**src/rtl/sys_reset_ctrl_if.sv**
```systemverilog
// Reset controller request/response bundle.
// Requests flow in from the core and watchdog; stretched resets flow out.
interface sys_reset_ctrl_if;
  logic       sys_reset_req;
  logic       lockup;
  logic       lockup_rst_en;
  logic       wdog_rst;
  logic       periph_rst_n;
  logic       core_rst_n;
  logic       rst_active;
  logic [1:0] rst_cause;

  modport master (
    output sys_reset_req, lockup, lockup_rst_en, wdog_rst,
    input  periph_rst_n, core_rst_n, rst_active, rst_cause
  );

  modport slave (
    input  sys_reset_req, lockup, lockup_rst_en, wdog_rst,
    output periph_rst_n, core_rst_n, rst_active, rst_cause
  );
endinterface

```
**src/rtl/sys_reset_ctrl.sv**
```systemverilog
// System reset sequencer: sync-released, stretched peripheral reset
// followed two cycles later by core reset, with last-cause capture.
module sys_reset_ctrl #(
  parameter int SYNC_STAGES = 2,
  parameter int HOLD_CYCLES = 16,
  parameter int CNT_W       = 5
) (
  input logic             clk,
  input logic             rst,
  sys_reset_ctrl_if.slave bus
);

  typedef enum logic [1:0] {
    ASSERT, HOLD, PERIPH, RUN
  } state_t;

  localparam logic [CNT_W-1:0] LAST = CNT_W'(HOLD_CYCLES - 1);
  localparam logic [CNT_W-1:0] FULL = CNT_W'(HOLD_CYCLES);

  state_t                 state;
  logic [SYNC_STAGES-1:0] sync;
  logic [CNT_W-1:0]       cnt;
  logic                   ph;
  logic                   periph_q;
  logic                   core_q;
  logic                   active_q;
  logic [1:0]             cause_q;
  logic                   req;
  logic [1:0]             cause_nxt;

  assign bus.periph_rst_n = periph_q;
  assign bus.core_rst_n   = core_q;
  assign bus.rst_active   = active_q;
  assign bus.rst_cause    = cause_q;

  assign req = bus.wdog_rst
             | (bus.lockup & bus.lockup_rst_en)
             | bus.sys_reset_req;

  // Requests may coincide; watchdog wins, then lockup.
  always_comb begin
    cause_nxt = 2'b01;
    if (bus.wdog_rst)
      cause_nxt = 2'b11;
    else if (bus.lockup && bus.lockup_rst_en)
      cause_nxt = 2'b10;
  end

  always_ff @(posedge clk or negedge rst) begin
    if (!rst)
      sync <= '0;
    else
      sync <= {sync[SYNC_STAGES-2:0], 1'b1};
  end

  always_ff @(posedge clk or negedge rst) begin
    if (!rst) begin
      state    <= ASSERT;
      cnt      <= '0;
      ph       <= 1'b0;
      periph_q <= 1'b0;
      core_q   <= 1'b0;
      active_q <= 1'b1;
      cause_q  <= 2'b00;
    end else begin
      unique case (state)
        ASSERT: begin
          if (sync[SYNC_STAGES-1]) begin
            state <= HOLD;
            cnt   <= '0;
          end
        end
        HOLD: begin
          if (cnt != FULL)
            cnt <= cnt + 1'b1;
          if (cnt == LAST) begin
            state    <= PERIPH;
            periph_q <= 1'b1;
            ph       <= 1'b0;
          end
        end
        PERIPH: begin
          if (ph) begin
            state    <= RUN;
            core_q   <= 1'b1;
            active_q <= 1'b0;
          end else begin
            ph <= 1'b1;
          end
        end
        RUN: begin
          // Internal resets skip the synchronizer; it is already released.
          if (req) begin
            state    <= HOLD;
            cnt      <= '0;
            periph_q <= 1'b0;
            core_q   <= 1'b0;
            active_q <= 1'b1;
            cause_q  <= cause_nxt;
          end
        end
        default: state <= ASSERT;
      endcase
    end
  end

endmodule

```
**src/flat_wrapper.sv**
```systemverilog
// flat-port wrapper written by rule: the top's interface ports become plain ports
module sys_reset_ctrl_flat 
#(
  parameter int SYNC_STAGES = 2,
  parameter int HOLD_CYCLES = 16,
  parameter int CNT_W       = 5
)
  (clk, rst, bus_sys_reset_req, bus_lockup, bus_lockup_rst_en, bus_wdog_rst, bus_periph_rst_n, bus_core_rst_n, bus_rst_active, bus_rst_cause);
  sys_reset_ctrl_if bus_i ();
  input logic clk;
  input logic rst;
  input wire logic [$bits(bus_i.sys_reset_req)-1:0] bus_sys_reset_req;
  input wire logic [$bits(bus_i.lockup)-1:0] bus_lockup;
  input wire logic [$bits(bus_i.lockup_rst_en)-1:0] bus_lockup_rst_en;
  input wire logic [$bits(bus_i.wdog_rst)-1:0] bus_wdog_rst;
  output wire logic [$bits(bus_i.periph_rst_n)-1:0] bus_periph_rst_n;
  output wire logic [$bits(bus_i.core_rst_n)-1:0] bus_core_rst_n;
  output wire logic [$bits(bus_i.rst_active)-1:0] bus_rst_active;
  output wire logic [$bits(bus_i.rst_cause)-1:0] bus_rst_cause;
  assign bus_i.sys_reset_req = bus_sys_reset_req;
  assign bus_i.lockup = bus_lockup;
  assign bus_i.lockup_rst_en = bus_lockup_rst_en;
  assign bus_i.wdog_rst = bus_wdog_rst;
  assign bus_periph_rst_n = bus_i.periph_rst_n;
  assign bus_core_rst_n = bus_i.core_rst_n;
  assign bus_rst_active = bus_i.rst_active;
  assign bus_rst_cause = bus_i.rst_cause;
  sys_reset_ctrl #(.SYNC_STAGES(SYNC_STAGES), .HOLD_CYCLES(HOLD_CYCLES), .CNT_W(CNT_W)) u_core (.clk(clk), .rst(rst), .bus(bus_i));
endmodule
```
**config.mk**
```make
export PLATFORM = sky130hd
export DESIGN_NAME = sys_reset_ctrl_flat
export DESIGN_NICKNAME = d
export VERILOG_FILES = /design/src/rtl/sys_reset_ctrl_if.sv /design/src/rtl/sys_reset_ctrl.sv /design/src/flat_wrapper.sv
export SDC_FILE = /design/constraint.sdc
export NUM_CORES = 1
export LEC_CHECK = 0
export BUFFER_PORTS_ARGS = -buffer_cell sky130_fd_sc_hd__buf_2
export CORE_MARGIN = 2
export CORE_UTILIZATION = 40
export DETAILED_ROUTE_END_ITERATION = 12
export GPL_ROUTABILITY_DRIVEN = 0
export GPL_TIMING_DRIVEN = 0
export MAX_ROUTING_LAYER = met4
export PLACE_DENSITY_LB_ADDON = 0.25
export SYNTH_ARGS = -nofsm -noshare
export SYNTH_HDL_FRONTEND = slang
export SYNTH_SLANG_ARGS = --single-unit
```
**constraint.sdc**
```tcl
create_clock -name clk -period 1.7 [get_ports clk]
set_clock_uncertainty 0.1 [all_clocks]
set_input_delay 0.255 -clock clk [delete_from_list [all_inputs] [get_ports clk]]
set_output_delay 0.255 -clock clk [all_outputs]
set_load 0.1 [all_outputs]
```
==> flow_summary_export.csv, run 1 <==
group,metric,value,unit
sta,hold_slack,0.1926,ns
synth,synth.distinct_cells,22,
worst_hold_path,worstHoldPathType,"in2reg",
clocking,clock_sinks,15,
drt,drcViolationCount,0,
global_routing,grt_pass1_vias,569,
clocking,cts_buffers,3,
job,cap_violations,0,
setup_path,end_kind,"flop",
power,comb_power_share,62.6,%
placed_design,dp_slack,-0.1121,ns
setup_path,critPathLaunchType,"flop",
global_routing,grt_pass1_wl,2449,um
synth,yosys.area.top_type,"dfrtp_1",
final_layout,drive_gt1_share,42.16,%
power,pwr-share-clk,10.1,%
floorplan,die-area,2468,sq um
worst_hold_path,min_to,"u_core.bus.rst_cause[1]$_DFFE_PN0P_",
clocking,cts_root_buffer,"clkbuf_4",
synth,synth.most_common_cell,"dfrtp_1",
synth,syn_nets,94,
placed_design,post-place-cells,117,
floorplan,core_area,1962,sq um
synth,yosys_warnings,0,
clocking,cts-htree-levels,1,
power,power,2.029,mW
sta,period_share,97.95,%
setup_path,rr_worst_depth,7,
power,p_int,1.016,mW
sta,rsz0062_at_grt,"true",
placed_design,port_buffers,10,
drt,drt-pass1-iter-count,2,
power,peakVddDrop,0.9677,mV
floorplan,placementRows,16,
power,powerDensity,1877,nW/um^2
setup_path,required,1.77,ns
global_routing,grtUsageTotal,13.80,%
setup_path,crit_fanout,3,
sta,setup_violations,0,
drt,vias,607,
final_layout,nNetsFinal,117,
sta,hold_viol,0,
synth,synth_seq_area_share,45.13,%
synth,synth_top_cell_area_share,41.98,%
clocking,clock_latency,0.28,ns
global_routing,antenna_found_initial,0,
global_routing,grt_max_degree,16,
drt,wl_per_cell,11.57,um
power,seq_power_share,27.3,%
synth,syn_area,834.6,sq um
clocking,cts_tree,"done",
placed_design,dp_hpwl,1049,um
setup_path,path_class,"reg2reg",
synth,synth_area_leaders,"dfrtp_1 42%, ha_1 12%, mux2i_1 6.0%",
floorplan,io_pins,11,
final_layout,n_antenna_cell,0,
drt,ant_nets,0,
sta,fin_setup_tns,0,ns
setup_path,r2r_end,"u_core.state[1]$_DFFE_PN0P_",
sta,fmax,0.6006,GHz
synth,synth-main-ff-cell,"dfrtp_1",
global_routing,overflow,0,
floorplan,start_util,42.54,%
worst_hold_path,hold_depth,4,
synth,netlist_instances,80,
final_layout,syn_to_final_growth,29.54,%
worst_hold_path,min_from,"bus_sys_reset_req",
synth,avgSynthCellArea,10.43,sq um
sta,period_needed,1.665,ns
synth,synth-edff-count,0,
clocking,cts_buffer_depth,2,
synth,ys_ff_latch,15,
drt,via_per_inst,4.705,
floorplan,die_h,49.68,um
outcome,outcome,"complete, no violations",
setup_path,r2r_setup_slack,0.03,ns
sta,slew_viol_final,0,
power,power.switching,1.012,mW
synth,async_reset_ff_share,100.0,%
sta,fin_ws,0.03491,ns
power,p_leak,0.4929,nW
drt,drt-initial-drc-count,11,
final_layout,fin_cells,129,
synth,yosys-top-cells-count,"14 x dfrtp_1, 9 x nand2_1, 8 x ha_1, 8 x inv_1, 8 x o21ai_0",
setup_path,r2r-start,"u_core.cnt[1]$_DFFE_PN0P_",
floorplan,die_w,49.68,um
drt,drt-total-wl,1493,um
power,switching_share,49.89,%
setup_path,arrival,1.74,ns
clocking,clk_pin_slew,0.09,ns
==> critical path: stages, from the launching register on <==
cell,delay (ns)
dfrtp_1,0.36
ha_2,0.19
and3_4,0.20
ha_4,0.14
inv_2,0.04
a21oi_2,0.14
nand2_2,0.08
mux2_4,0.30
==> kinds of logic (layout without fill, tap and decap cells) <==
logic type | after synthesis | after routing | share of synthesized area, %
DFF | 15 | 15 | 45.13
and+or+nand+nor | 23 | 23 | 13.49
other | 1 | 1 | 0.4493
muxes | 8 | 8 | 10.49
buffers and inverters | 8 | 30 | 3.598
AOI/OAI and AO/OA | 17 | 17 | 14.84
adders and majority gates | 8 | 8 | 11.99
==> per-layer routing <==
| metal | vias up | routed length (um) | global-route usage (%) |
|---|---|---|---|
| met5 | - | 0 | - |
| met4 | 0 | 11 | 4.167 |
| met3 | 2 | 59 | 5.455 |
| li1 | 314 | - | - |
| met2 | 8 | 717 | 20.67 |
| met1 | 283 | 705 | 17.15 |
==> how the worst max path moves through the flow <==
stage	start	to	slack, ns	cells after the start
2_1_floorplan	u_core.cnt[0]$_DFFE_PN0P_	u_core.state[1]$_DFFE_PN0P_	0.001	7
5_1_grt	u_core.cnt[0]$_DFFE_PN0P_	u_core.state[1]$_DFFE_PN0P_	-0.05	7
3_3_place_gp	u_core.cnt[0]$_DFFE_PN0P_	u_core.state[1]$_DFFE_PN0P_	-0.1	7
3_5_place_dp	u_core.cnt[0]$_DFFE_PN0P_	u_core.state[1]$_DFFE_PN0P_	-0.11	7
4_1_cts	u_core.cnt[0]$_DFFE_PN0P_	u_core.state[1]$_DFFE_PN0P_	-0.006	7
6_report	u_core.cnt[1]$_DFFE_PN0P_	u_core.state[1]$_DFFE_PN0P_	0.03	7
==> flip-flops by register name (all words and copies together) (netlist names) <==
register	count
u_core.cnt	5
u_core.bus.rst_cause	2
u_core.state	2
u_core.sync	2
u_core.bus.core_rst_n	1
u_core.bus.periph_rst_n	1
u_core.bus.rst_active	1
u_core.ph	1
==> cells in the final DEF, fill, tap and decap left out, drive strengths merged, types with 2 or more instances in the layout <==
master / n
clkbuf: 4
nand3: 2
buf: 17
ha: 8
dfrtp: 14
nor2b: 3
inv: 8
mux2i: 5
a211oi: 2
mux2: 3
o21ai: 8
nor2: 5
a21oi: 5
nand2: 10
==> layout make-up <==
cell class,instances,area (sq um)
Clock buffer,4,26.28
Fill cell,190,880.8
Inverter,8,30.03
Multi-Input combinational cell,57,500.5
Sequential cell,15,377.9
Tap cell,27,33.78
Timing Repair Buffer,18,112.6
==> stage by stage <==
stage	utilization [%]	cell area (sq um)
floorplan	-	834.6
global placement	46.81	918.4
detailed placement	46.81	918.4
CTS	50.45	989.7
global route	55.10	1081
finish	55.10	1081
==> timing repair <==
| action | CTS | global route |
|---|---|---|
| pin swaps | 2 | 4 |
| setup endpoints to repair | 5 | 8 |
| endpoints found under the hold margin | 14 | 0 |
| setup buffers | 3 | 4 |
| hold buffers | 1 | 0 |
| gates resized for setup | 6 | 17 |
==> power by group through the flow <==
| stage | Combinational [mW] | Sequential (mW) | Clock, mW |
|---|---|---|---|
| 2_1_floorplan | 0.479 | 0.929 | 0 |
| 3_3_place_gp | 1.03 | 0.549 | 0 |
| 3_5_place_dp | 1.04 | 0.555 | 0 |
| 4_1_cts | 1.11 | 0.547 | 0.214 |
| 5_1_grt | 1.38 | 0.572 | 0.234 |
| 6_report | 1.27 | 0.554 | 0.204 |
(Power assumes the default switching activity.)
==> run 2: changes to the inputs <==
clock period = 1.6 ns   (was 1.7 ns; I/O delays follow)
==> flow_summary_export.csv, run 2 (synthesis gave the netlist of run 1 again) <==
group,metric,value,unit
final_layout,final_cell_mix,"14 x dfrtp_1, 9 x buf_2, 8 x nand2_1",
global_routing,grt_pass1_vias,634,
floorplan,core_area,1962,sq um
setup_path,end_kind,"flop",
drt,route.met3.wl,27,um
drt,wl_per_cell,12.34,um
setup_path,crit_path_max_incr_delay,0.43,ns
clocking,cts_buffers,3,
drt,drt-total-wl,1617,um
global_routing,antenna_found_initial,0,
drt,wl_met1,752,um
sta,fin_ws,-0.07238,ns
drt,drt-initial-drc-count,4,
setup_path,critPathLaunchType,"flop",
sta,period_share,104.5,%
clocking,clock_latency,0.28,ns
placed_design,dp_hpwl,1093,um
drt,drt-pass1-iter-count,4,
placed_design,dp_slack,-0.1719,ns
sta,hold_viol,0,
sta,rsz0062_at_grt,"true",
sta,period_needed,1.672,ns
drt,vias,633,
worst_hold_path,worstHoldPathType,"in2reg",
setup_path,path_class,"reg2reg",
sta,slew_viol_final,0,
drt,via_per_inst,4.832,
final_layout,post-route-cell-area,1127,sq um
sta,fmax,0.5980,GHz
clocking,cts-htree-levels,1,
global_routing,grt_pass1_wl,2760,um
job,cap_violations,0,
final_layout,n_antenna_cell,0,
final_layout,regMostFlops,"u_core.cnt",
outcome,violations,"negative setup slack",
global_routing,overflow,0,
setup_path,required,1.67,ns
placed_design,port_buffers,10,
sta,fin_setup_tns,-0.1211,ns
drt,dr_wl_met2,828,um
global_routing,grt_max_degree,16,
drt,ant_nets,0,
global_routing,grtUsageTotal,15.09,%
setup_path,critPathSlowestCell,"dfrtp_1",
setup_path,r2r_setup_slack,-0.07,ns
floorplan,placementRows,16,
drt,drcViolationCount,0,
floorplan,die-area,2468,sq um
setup_path,crit_path_cell_trace,"inv_2 > ha_4 > nor2b_4 > a211oi_4 > buf_6 > mux2_4",
setup_path,crit_fanout,4,
clocking,clock_sinks,15,
floorplan,start_util,42.54,%
floorplan,die_h,49.68,um
final_layout,nNetsFinal,119,
final_layout,final_common_cell,"dfrtp_1",
final_layout,syn_to_final_growth,35.08,%
power,powerDensity,2076,nW/um^2
sta,hold_slack,0.1888,ns
power,peakVddDrop,1.016,mV
final_layout,largest_reg_flops,5,
clocking,cts_buffer_depth,2,
final_layout,post-route-util,57.46,%
clocking,cts_root_buffer,"clkbuf_4",
floorplan,io_pins,11,
power,p_leak,0.5153,nW
sta,setup_violations,3,
clocking,clk_pin_slew,0.09,ns
floorplan,die_w,49.68,um
drt,highest_layer,"met4",
placed_design,dpl-instance-area,927.1,sq um
clocking,cts_tree,"done",
setup_path,arrival,1.75,ns
outcome,outcome,"finished with violations",
final_layout,drive_gt1_share,43.27,%
[run 2: per-stage QoR]
step | power [mW] | cells
3_3_place_gp | 1.713 | 117
4_1_cts | 2.154 | 128
5_1_grt | 2.500 | 131
2_1_floorplan | 1.530 | 80
3_5_place_dp | 1.732 | 117
6_report | 2.341 | 131
[run 2: repair_timing]
item,CTS,global route
pin swaps,6,9
hold buffers,1,0
endpoints found under the setup margin,8,9
buffers inserted,6,3
gates resized for setup,14,12
cloned,0,0
hold endpoints to repair,14,0
[run 2: final cells by class]
| type | instances | area [sq um] |
|---|---|---|
| Multi-Input combinational cell | 57 | 523.0 |
| Timing Repair Buffer | 20 | 137.6 |
| Clock buffer | 4 | 26.28 |
| Inverter | 8 | 30.03 |
| Fill cell | 198 | 834.6 |
| Tap cell | 27 | 33.78 |
| Sequential cell | 15 | 376.6 |
[run 2: where the power goes]
group	leakage [nW]	switching [mW]	internal, mW
Sequential	0.184	0.0861	0.501
Combinational	0.316	0.928	0.608
Clock	0.0150	0.121	0.0966
Total	0.515	1.14	1.21
[run 2: path summary, 6_finish.rpt]
path | end | from | cells after the start
setup / recovery | u_core.cnt[4]$_DFFE_PN0P_ | u_core.state[0]$_DFFE_PN0P_ | 6
hold / removal | u_core.bus.rst_cause[1]$_DFFE_PN0P_ | bus_sys_reset_req | 4
setup reg to reg | u_core.cnt[4]$_DFFE_PN0P_ | u_core.state[0]$_DFFE_PN0P_ | 6
hold reg to reg | u_core.sync[1]$_DFF_PN0_ | u_core.sync[0]$_DFF_PN0_ | 0
max in group asynchronous | u_core.bus.rst_active$_DFFE_PN1P_ | rst | 2
min in group asynchronous | u_core.ph$_DFFE_PN0P_ | rst | 2
[run 2: per-layer routing]
layer	up-vias	track usage [%]
li1	317	-
met5	-	-
met3	2	3.636
met1	311	17.28
met4	0	4.167
met2	3	26.22
[run 2: critical path, delay by kind of cell (launching register included)]
kind	cells	cell delay [ns]
AOI/OAI and AO/OA	1	0.21
adders and majority gates	1	0.16
buffers and inverters	2	0.25
DFF	1	0.43
muxes	1	0.29
and+or+nand+nor	1	0.13
==> run 3: changes to the inputs <==
BUFFER_PORTS_ARGS = default   (was -buffer_cell sky130_fd_sc_hd__buf_2)
DONT_BUFFER_PORTS = 1   (was default)
==> flow_summary_export.csv, run 3 (synthesis gave the netlist of run 1 again) <==
group,metric,value,unit
outcome,outcome,"finished with violations",
outcome,violations,"negative setup slack",
placed_design,dpl-instance-area,877.1,sq um
final_layout,seqCellArea,377.9,sq um
clocking,cts-htree-levels,1,
floorplan,io_pins,11,
setup_path,r2r-start,"u_core.cnt[0]$_DFFE_PN0P_",
placed_design,dp_slack,-0.1620,ns
final_layout,nNetsFinal,113,
floorplan,die_w,49.68,um
worst_hold_path,min_to,"u_core.bus.rst_cause[0]$_DFFE_PN0P_",
power,power.switching,1.118,mW
clocking,cts_tree,"done",
final_layout,multi_input_area,516.7,sq um
setup_path,r2r_setup_slack,-0.04,ns
clocking,cts_buffer_depth,2,
global_routing,grt_max_degree,16,
final_layout,post-route-cell-area,1106,sq um
drt,drt-pass1-iter-count,4,
global_routing,grt_pass1_vias,653,
power,comb_power_share,46.7,%
final_layout,regMostFlops,"u_core.cnt",
worst_hold_path,min_from,"bus_wdog_rst",
sta,slew_headroom,38.87,%
sta,setup_violations,3,
sta,slew_viol_final,0,
power,powerDensity,2076,nW/um^2
final_layout,drive_gt1_share,40.82,%
power,pwr-share-clk,9.3,%
sta,worstMarginPinSlew,0.9169,ns
final_layout,n_antenna_cell,0,
floorplan,die_h,49.68,um
sta,period_needed,1.636,ns
floorplan,placementRows,16,
drt,vias,633,
floorplan,start_util,42.54,%
setup_path,crit_fanout,2,
final_layout,largest_reg_flops,5,
setup_path,rr_worst_depth,7,
floorplan,die-area,2468,sq um
sta,fin_setup_tns,-0.07404,ns
setup_path,end_kind,"flop",
sta,fmax,0.6112,GHz
clocking,clock_sinks,15,
sta,fin_ws,-0.03602,ns
setup_path,r2r_end,"u_core.state[1]$_DFFE_PN0P_",
final_layout,final_common_cell,"dfrtp_1",
floorplan,core_area,1962,sq um
drt,wl_per_cell,13.43,um
drt,via_per_inst,5.064,
global_routing,grt_pass1_wl,2918,um
job,cap_violations,0,
clocking,cts_root_buffer,"clkbuf_4",
sta,hold_viol,0,
clocking,cts_buffers,3,
power,peakVddDrop,1.039,mV
setup_path,critPathLaunchType,"flop",
drt,drt-initial-drc-count,3,
clocking,clk_pin_slew,0.09,ns
setup_path,arrival,1.71,ns
placed_design,dp_hpwl,1049,um
power,p_int,1.179,mW
global_routing,antenna_found_initial,0,
worst_hold_path,worstHoldPathType,"in2reg",
final_layout,final_cell_mix,"13 x dfrtp_1, 10 x buf_4, 8 x nand2_1",
global_routing,overflow,0,
sta,rsz0062_at_grt,"true",
setup_path,path_class,"reg2reg",
setup_path,required,1.68,ns
final_layout,fillers,192,
global_routing,grtUsageTotal,16.13,%
drt,drt-total-wl,1679,um
clocking,clock_latency,0.28,ns
power,seq_power_share,43.9,%
final_layout,syn_to_final_growth,32.53,%
power,p_leak,0.4929,nW
final_layout,post-route-util,56.38,%
worst_hold_path,hold_depth,1,
placed_design,port_buffers,0,
drt,ant_nets,0,
power,switching_share,48.68,%
drt,drcViolationCount,0,
sta,period_share,102.3,%
## run 3: cell types whose count changed in the layout (fill, tap and decap cells not counted), sizes merged
| cell | delta |
|---|---|
| clkbuf | -1 |
| buf | -5 |
## run 3: how the worst max path moves through the flow
stage               slack, ns                         from                     endpoint
finish                  -0.04    u_core.cnt[0]$_DFFE_PN0P_  u_core.state[1]$_DFFE_PN0P_
global route            -0.10  u_core.state[1]$_DFFE_PN0P_        u_core.ph$_DFFE_PN0P_
CTS                     -0.06    u_core.cnt[0]$_DFFE_PN0P_  u_core.state[1]$_DFFE_PN0P_
detailed placement      -0.16  u_core.state[0]$_DFFE_PN0P_  u_core.state[1]$_DFFE_PN0P_
global placement        -0.16  u_core.state[1]$_DFFE_PN0P_        u_core.ph$_DFFE_PN0P_
floorplan               -0.03    u_core.cnt[1]$_DFFE_PN0P_  u_core.state[1]$_DFFE_PN0P_
## run 3: metal layers
metal,vias up,global-route usage (%),wire [um]
met2,15,26.00,863
met4,0,4.167,19
met3,4,6.061,80
met1,307,18.96,717
met5,-,-,0
li1,307,-,-
## run 3: power by group through the flow
stage,combinational [mW],sequential (mW),clock [mW]
3_3_place_gp,0.636,1.01,0
2_1_floorplan,0.542,0.988,0
6_report,1.07,1.01,0.214
3_5_place_dp,0.648,1.01,0
5_1_grt,1.19,1.02,0.241
4_1_cts,0.914,1.00,0.224
## run 3: worst max-delay path, cell delays in order (launching register included)
cell	delay, ns
dfrtp_1	0.37
ha_2	0.18
and3_4	0.19
ha_4	0.14
inv_4	0.04
a21oi_4	0.14
nand2_2	0.08
mux2_4	0.30
## run 3: through the flow
step,cells,power (mW),hold slack [ns]
floorplan,80,1.530,-0.1556
global placement,107,1.644,-0.1551
detailed placement,107,1.663,-0.1550
CTS,122,2.138,0.01500
global route,125,2.458,0.02322
finish,125,2.296,0.02705
## run 3: area by class of cell
class	count	area share [%]
well taps	27	3.054
clock buffers	4	2.376
multi-input cells	57	46.72
flip-flops and latches	15	34.16
repair buffers	14	10.75
inverters	8	2.941
## run 3: repair_timing
item                                    CTS  global route
buffers inserted                         10             3
pin swaps                                 9             7
gates resized for setup                  14            14
endpoints found under the hold margin    15             0
hold buffers                              1             0
cloned                                    0             0
endpoints found under the setup margin    8            11
